===== src/rtl/stream_demux2_if.sv =====
// rtl/stream_demux2_if.sv - handshake bundle between the shared producer, the demux and its two consumers
interface stream_demux2_if #(
  parameter int DATA_W = 8
);
  logic [DATA_W-1:0] in_data;
  logic              in_valid;
  logic              in_last;
  logic              in_ready;
  logic              sel_b1;
  logic              sel_b2;
  logic [DATA_W-1:0] a_data;
  logic              a_valid;
  logic              a_last;
  logic              a_ready;
  logic [DATA_W-1:0] b_data;
  logic              b_valid;
  logic              b_last;
  logic              b_ready;
  logic              busy;

  // master: producer and consumers around the demux
  modport master (
    output in_data, in_valid, in_last, sel_b1, sel_b2, a_ready, b_ready,
    input  in_ready, a_data, a_valid, a_last, b_data, b_valid, b_last, busy
  );

  // slave: the demux itself
  modport slave (
    input  in_data, in_valid, in_last, sel_b1, sel_b2, a_ready, b_ready,
    output in_ready, a_data, a_valid, a_last, b_data, b_valid, b_last, busy
  );
endinterface


===== src/rtl/stream_demux2.sv =====
// rtl/stream_demux2.sv - two-way packet demux; route chosen on a packet's first beat, one-beat output register
module stream_demux2 #(
  parameter int DATA_W = 8
) (
  input  logic           clk,
  input  logic           rst_n,
  stream_demux2_if.slave bus
);
  typedef enum logic {
    IDLE = 1'b0,
    PKT  = 1'b1
  } state_t;

  state_t            state;
  state_t            state_nxt;
  logic              lock_dest;
  logic              lock_dest_nxt;
  logic              dest;

  logic              r_valid;
  logic              r_dest;
  logic              r_last;
  logic [DATA_W-1:0] r_data;

  logic              in_fire;
  logic              out_fire;

  // only the held beat's own port can drain it; the other ready is ignored
  assign out_fire     = r_valid && (r_dest ? bus.b_ready : bus.a_ready);
  assign bus.in_ready = !r_valid || out_fire;
  assign in_fire      = bus.in_valid && bus.in_ready;

  always_ff @(posedge clk or negedge rst_n) begin
    if (!rst_n) begin
      state     <= IDLE;
      lock_dest <= 1'b0;
    end else begin
      state     <= state_nxt;
      lock_dest <= lock_dest_nxt;
    end
  end

  always_comb begin
    state_nxt     = state;
    lock_dest_nxt = lock_dest;
    dest          = lock_dest;
    case (state)
      IDLE: begin
        dest = bus.sel_b1 && bus.sel_b2;
        if (in_fire) begin
          lock_dest_nxt = dest;
          if (!bus.in_last) state_nxt = PKT;
        end
      end
      PKT: begin
        if (in_fire && bus.in_last) state_nxt = IDLE;
      end
      default: state_nxt = IDLE;
    endcase
  end

  // a load in the same cycle as a drain simply replaces the old beat
  always_ff @(posedge clk or negedge rst_n) begin
    if (!rst_n) begin
      r_valid <= 1'b0;
      r_dest  <= 1'b0;
      r_last  <= 1'b0;
      r_data  <= '0;
    end else if (in_fire) begin
      r_valid <= 1'b1;
      r_dest  <= dest;
      r_last  <= bus.in_last;
      r_data  <= bus.in_data;
    end else if (out_fire) begin
      r_valid <= 1'b0;
    end
  end

  assign bus.a_valid = r_valid && !r_dest;
  assign bus.b_valid = r_valid && r_dest;
  assign bus.a_data  = r_data;
  assign bus.b_data  = r_data;
  assign bus.a_last  = r_last;
  assign bus.b_last  = r_last;
  assign bus.busy    = (state == PKT);
endmodule


===== src/flat_wrapper.sv =====
// flat-port wrapper written by rule: the top's interface ports become plain ports
module stream_demux2_flat 
#(
  parameter int DATA_W = 8
)
  (clk, rst_n, bus_in_data, bus_in_valid, bus_in_last, bus_sel_b1, bus_sel_b2, bus_a_ready, bus_b_ready, bus_in_ready, bus_a_data, bus_a_valid, bus_a_last, bus_b_data, bus_b_valid, bus_b_last, bus_busy);
  stream_demux2_if #(.DATA_W(DATA_W)) bus_i ();
  input  logic clk;
  input  logic rst_n;
  input wire logic [$bits(bus_i.in_data)-1:0] bus_in_data;
  input wire logic [$bits(bus_i.in_valid)-1:0] bus_in_valid;
  input wire logic [$bits(bus_i.in_last)-1:0] bus_in_last;
  input wire logic [$bits(bus_i.sel_b1)-1:0] bus_sel_b1;
  input wire logic [$bits(bus_i.sel_b2)-1:0] bus_sel_b2;
  input wire logic [$bits(bus_i.a_ready)-1:0] bus_a_ready;
  input wire logic [$bits(bus_i.b_ready)-1:0] bus_b_ready;
  output wire logic [$bits(bus_i.in_ready)-1:0] bus_in_ready;
  output wire logic [$bits(bus_i.a_data)-1:0] bus_a_data;
  output wire logic [$bits(bus_i.a_valid)-1:0] bus_a_valid;
  output wire logic [$bits(bus_i.a_last)-1:0] bus_a_last;
  output wire logic [$bits(bus_i.b_data)-1:0] bus_b_data;
  output wire logic [$bits(bus_i.b_valid)-1:0] bus_b_valid;
  output wire logic [$bits(bus_i.b_last)-1:0] bus_b_last;
  output wire logic [$bits(bus_i.busy)-1:0] bus_busy;
  assign bus_i.in_data = bus_in_data;
  assign bus_i.in_valid = bus_in_valid;
  assign bus_i.in_last = bus_in_last;
  assign bus_i.sel_b1 = bus_sel_b1;
  assign bus_i.sel_b2 = bus_sel_b2;
  assign bus_i.a_ready = bus_a_ready;
  assign bus_i.b_ready = bus_b_ready;
  assign bus_in_ready = bus_i.in_ready;
  assign bus_a_data = bus_i.a_data;
  assign bus_a_valid = bus_i.a_valid;
  assign bus_a_last = bus_i.a_last;
  assign bus_b_data = bus_i.b_data;
  assign bus_b_valid = bus_i.b_valid;
  assign bus_b_last = bus_i.b_last;
  assign bus_busy = bus_i.busy;
  stream_demux2 #(.DATA_W(DATA_W)) u_core (.clk(clk), .rst_n(rst_n), .bus(bus_i));
endmodule

===== config.mk =====
export PLATFORM = sky130hd
export DESIGN_NAME = stream_demux2_flat
export DESIGN_NICKNAME = d
export VERILOG_FILES = /design/src/rtl/stream_demux2_if.sv /design/src/rtl/stream_demux2.sv /design/src/flat_wrapper.sv
export SDC_FILE = /design/constraint.sdc
export NUM_CORES = 1
export LEC_CHECK = 0
export ABC_AREA = 1
export CAP_MARGIN = 15
export CORE_MARGIN = 2
export CORE_UTILIZATION = 36
export DETAILED_ROUTE_END_ITERATION = 12
export PLACE_DENSITY = 0.77
export SYNTH_ARGS = -nofsm -noshare
export SYNTH_HDL_FRONTEND = slang
export SYNTH_SLANG_ARGS = --single-unit

===== constraint.sdc =====
create_clock -name clk -period 1.1 [get_ports clk]
set_input_delay 0.22 -clock clk [delete_from_list [all_inputs] [get_ports clk]]
set_output_delay 0.22 -clock clk [all_outputs]
set_load 0.02 [all_outputs]

==> impl_metrics.json <==
{
  "row_count": 15,
  "finalCriticalPeriod_ns": 1.26,
  "rsz0062_at_grt": "true",
  "p_leak_nw": 0.524,
  "grt-busiest-layer": "met2",
  "fin_util_pct": 56.9,
  "die_h_um": 46.6,
  "violations": "setup timing",
  "viasPerCell": 4.44,
  "final-hold-violation-count": 0,
  "peakVddDrop_mv": 1.39,
  "wire_per_inst_um": 11.9,
  "worstPathCellList": "nand2_2 -> nand3_4 -> buf_6",
  "ios": 38,
  "synthTopCellsByCount": "nand2_1, dfrtp_1, nand3_1, buf_4, inv_1",
  "hold_buffers": 0,
  "crit_required_ns": 0.88,
  "grt_max_degree": 15,
  "end_kind": "primary output",
  "synth_area_leader_cell": "dfrtp_1",
  "setup_tns_ns": -0.542,
  "synth_flop_cell": "dfrtp_1",
  "placed_cell_area_um2": 1000,
  "synth_cell_types": 14,
  "remaining_drc_errors": 0,
  "synth_top_area_share_pct": 49.8,
  "clock_path_buffers": 2,
  "grt-ovfl-total": 0,
  "gpl.final_weighted_congestion": 0.690,
  "grt_pass1_vias": 571,
  "cts_tree": "yes",
  "worstMarginPinSlew_ns": 0.251,
  "die_area_um2": 2170,
  "dp_slack_ns": -0.590,
  "firstDrtPassIters": 4,
  "cp_max_fo": 5,
  "synth.cell_area_um2": 653,
  "synth_most_common_cell": "nand2_1",
  "clkSinkCount": 13,
  "ys_ff_latch": 13,
  "powerDensity_nw_per_um2": 2850,
  "placed_cells": 131,
  "cts_buffers": 3,
  "synth_nets": 91,
  "nFillCells": 173,
  "setup_viol_count_final": 15,
  "finalPower_mw": 2.77,
  "antenna_found_initial": 0,
  "crit_type": "flip-flop to primary output",
  "initial_utilization_pct": 38.2,
  "wl_mm": 1.62,
  "synth_edf_count": 0,
  "met2_usage_pct": 31.1,
  "clk_latency_ns": 0.28,
  "grt_pass1_wl_mm": 2.52,
  "fmax_ghz": 0.796,
  "cts-root-buf": "clkbuf_4",
  "drt_iter0_markers": 9,
  "core_area_um2": 1710,
  "path_buf_inv": 1,
  "status": "complete, but fails checks",
  "yosysSeqAreaShare_pct": 49.8,
  "hp-class": "primary input to async pin",
  "globalRouteTotalUtil_pct": 16.6,
  "syn_avg_cell_area_um2": 8.71,
  "htreeDepth": 1,
  "clk_pin_slew_worst_paths_ns": 0.08,
  "slowest_stage": "dfrtp_2",
  "crit_family": "flip-flops",
  "met3_usage_pct": 2.75,
  "layout-area-overhead-vs-synth_pct": 48.9,
  "cpPeakStageDelay_ns": 0.44,
  "slew_headroom_pct": 83.2,
  "synthCells": 75,
  "die_x_um": 46.6,
  "grt_util_met1_pct": 17.7,
  "setup_ws_ns": -0.156,
  "portBuffers": 37,
  "timing.hold.ws_ns": 0.240,
  "fin_area_um2": 972,
  "hpwl_mm": 1.21,
  "async_reset_ff_share_pct": 100,
  "fin_skew_ns": 0.00614,
  "num_antenna_cells": 0,
  "cp-start-kind": "flip-flop",
  "instances_no_fill": 136,
  "ys_warn_count": 0,
  "drtAntennaViolNets": 0,
  "vias": 604,
  "drive_above_1_share_pct": 35.1,
  "cap_violations": 0,
  "min_period_over_period_pct": 114,
  "slew_violations": 0,
  "cp.arrival_ns": 1.04,
  "synth_area_leaders": "dfrtp_1, nand2_1, buf_4, nand3_1, buf_6",
  "fin_nets": 128
}
layout make-up:
type / instances / area [µm²] / area share, %
Clock buffer: 4 / 26.3 / 2.70
Inverter: 5 / 18.8 / 1.93
Multi-Input combinational cell: 45 / 225 / 23.2
Sequential cell: 13 / 327 / 33.6
Tap cell: 25 / 31.3 / 3.22
Timing Repair Buffer: 44 / 344 / 35.4
per-layer routing:
layer / wire [µm] / vias to the layer above / part of all wire, %
met4: 42 / 0 / 2.6
met2: 929 / 18 / 57
met3: 59 / 4 / 3.6
li1: - / 297 / -
met1: 587 / 285 / 36
met5: 0 / - / 0
power by group:
part | switching (mW) | leakage, nW | internal (mW) | total (mW)
logic | 0.958 | 0.350 | 0.646 | 1.60
clock network | 0.160 | 0.0150 | 0.141 | 0.301
registers | 0.173 | 0.159 | 0.695 | 0.867
path summary, 6_finish.rpt:
check	start	endpoint	slack, ns	cells after the start
min	rst_n	u_core.bus.a_data[5]	0.24	2
min reg2reg	u_core.lock_dest	u_core.lock_dest	0.49	2
max reg2reg	u_core.r_dest	u_core.r_dest	-0.06	7
max in group asynchronous	rst_n	u_core.r_dest	0.68	2
min in group clk	bus_in_data[0]	u_core.bus.a_data[0]	0.49	3
max	u_core.r_dest	bus_in_ready	-0.16	3
placed cells by master (no fill, tap or decap):
master and n:
nand2_2 3, nor2_1 1, clkbuf_4 3, inv_1 4, nand3_1 10, nand3_4 1, buf_6 5, buf_2 17
dfrtp_2 1, o21ai_1 1, o21ai_0 2, inv_2 1, clkdlybuf4s50_1 15, nand4_1 1, nand2_1 25, clkbuf_1 1
dfrtp_1 12, nand2_8 1, buf_4 7
what timing repair did:
| action | 4_1_cts | 5_1_grt |
|---|---|---|
| gates resized for setup | 95 | 7 |
| endpoints found under the setup margin | 35 | 20 |
| pin swaps | 2 | 1 |
| buffers inserted | 0 | 1 |
| gates cloned | 0 | 0 |
cell families after synthesis:
group / count (synthesis) / synth area share [%]
flip-flops: 13 / 49.8
buffers and inverters: 17 / 17.4
AO/OA/AOI/OAI: 3 / 2.30
AND/OR/NAND/NOR: 42 / 30.5
sequential cells by signal, indices dropped and copies added, names as in the netlist, named ones only:
signal,count
u_core.bus.a_data,8
u_core.bus.a_last,1
u_core.lock_dest,1
u_core.r_dest,1
u_core.r_valid,1
(Power assumes the default switching activity.)
==> RTL change (same flow settings) <==
`DATA_W` is set to 8 in 3 places; all go to 9.
--- a/src/rtl/stream_demux2_if.sv
+++ b/src/rtl/stream_demux2_if.sv
@@ -1,5 +1,5 @@
 // rtl/stream_demux2_if.sv - handshake bundle between the shared producer, the demux and its two consumers
 interface stream_demux2_if #(
-  parameter int DATA_W = 8
+  parameter int DATA_W = 9
 );
   logic [DATA_W-1:0] in_data;
--- a/src/rtl/stream_demux2.sv
+++ b/src/rtl/stream_demux2.sv
@@ -1,5 +1,5 @@
 // rtl/stream_demux2.sv - two-way packet demux; route chosen on a packet's first beat, one-beat output register
 module stream_demux2 #(
-  parameter int DATA_W = 8
+  parameter int DATA_W = 9
 ) (
   input  logic           clk,
--- a/src/flat_wrapper.sv
+++ b/src/flat_wrapper.sv
@@ -2,5 +2,5 @@
 module stream_demux2_flat 
 #(
-  parameter int DATA_W = 8
+  parameter int DATA_W = 9
 )
   (clk, rst_n, bus_in_data, bus_in_valid, bus_in_last, bus_sel_b1, bus_sel_b2, bus_a_ready, bus_b_ready, bus_in_ready, bus_a_data, bus_a_valid, bus_a_last, bus_b_data, bus_b_valid, bus_b_last, bus_busy);
Ports: changed (resized bus_a_data, bus_b_data and bus_in_data); port bits go from 38 to 41. No check against the original RTL was run, so the function may have changed too.
==> RTL change against the unedited design <==
The run still ends with negative setup slack left; cell area up 4.4%; final cell count is 4.4% higher; worst setup slack better by 0.0087 ns; worst hold slack better by 0.020 ns; wire length rose by 8.2%; sequential power grew 6.1%; total power increased by 3.7%; die area is 5.4% higher; critical path depth unchanged; via count is 9.8% higher; synthesized area grew 5.9%; first-iteration DRC count is 11% lower; sequential cell count rose by 1; synthesized cell count rose by 6.7%; critical path type unchanged; highest routed layer unchanged.
==> RTL change: results (changes against the unedited design) <==
| Metric | Value |
|---|---|
| Status | finished with violations |
| Violated checks | negative setup slack |
| Port Buffer Count | 40 (+8.1%) |
| Final wirelength | 1750 um (+8.2%) |
| Layout Skew | 0.0114 ns (+0.00528 ns) |
| Number of global-route vias before repair | 635 (+11%) |
| Met3 Routed Length | 92 um (+56%) |
| PnR worst setup slack | -0.147 ns (+0.00867 ns) |
| Routability Congestion | 0.686 (-0.58%) |
| Placed wire-length estimate | 1300 um (+7.0%) |
| Max reg flops | 9 (+1) |
| Post-Syn Nets | 97 (+6.6%) |
| Largest net degree at the start of global routing | 16 (+1) |
| Worst slack, placed | -0.585 ns (+0.00581 ns) |
| Final #Nets | 136 (+6.3%) |
| Share of cells above drive strength 1 | 34.2% (-0.95 points) |
| Leakage | 0.000553 uW (+5.5%) |
| Synth top cells by count | nand2_1 (29), dfrtp_1 (14), buf_4 (11), nand3_1 (11), inv_1 (4) |
| Worst-Margin Slew | 0.322 ns (+0.0709 ns) |
| Sequential-to-total area share from yosys stat | 50.6% (+0.82 points) |
| Peak VDD IR | 1.22 mV (-12%) |
| Final TNS setup | -0.771 ns (-0.229 ns) |
| Metal1 wirelength | 681 um (+16%) |
| Initial drt markers | 8 (-1) |
| Final setup fails | 16 (+1) |
| Wire length of the first global-routing pass | 2660 um (+5.5%) |
| Fill cell count | 188 (+8.7%) |
| All-Layer GR Usage | 16.8% (+0.26 points) |
| Vias | 663 (+9.8%) |
| Reg2Reg Depth | 7 (unchanged) |
RTL change: cell types whose count changed after synthesis:
cell     before  now
nand2_1      26   29
buf_6         2    1
buf_4         9   11
dfrtp_1      13   14
nand2_2       2    1
nand3_1      10   11
RTL change: stage by stage:
stage          std cells  hold WS [ns]  area (um^2)  total power (uW)
2_1_floorplan         80       -0.0756          692              2080
5_1_grt              142         0.274         1010              3090
3_5_place_dp         137         0.478         1060              2830
4_1_cts              141         0.267         1000              2830
6_report             142         0.260         1010              2870
3_3_place_gp         137         0.448         1060              2780
RTL change: cells by family after synthesis:
logic type / Yosys count
and+or+nand+nor: 45
buffers and inverters: 18
DFF: 14
AOI/OAI and AO/OA: 3
RTL change: area by class of cell:
class	count	area [um^2]	area share, %
clock buffers	3	22.5	2.22
inverters	5	18.8	1.85
multi-input cells	48	235	23.2
flip-flops and latches	14	352	34.6
well taps	25	31.3	3.08
repair buffers	47	355	35.0
RTL change: per-layer routing:
metal / GRT usage, % / vias up
met5: 0 / -
met4: 8.11 / 0
met3: 2.26 / 4
met2: 31.7 / 24
met1: 18.2 / 316
li1: - / 319
RTL change: power by group:
group / switching [uW] / internal (uW)
logic: 1040 / 638
registers: 172 / 748
clock network: 152 / 127
RTL change: repair_timing:
| item | CTS | global route |
|---|---|---|
| setup endpoints to repair | 38 | 19 |
| gates resized for setup | 104 | 3 |
| pin swaps | 2 | 0 |
| hold buffers | 0 | 0 |
| buffers inserted | 1 | 1 |
| endpoints found under the hold margin | 0 | 0 |
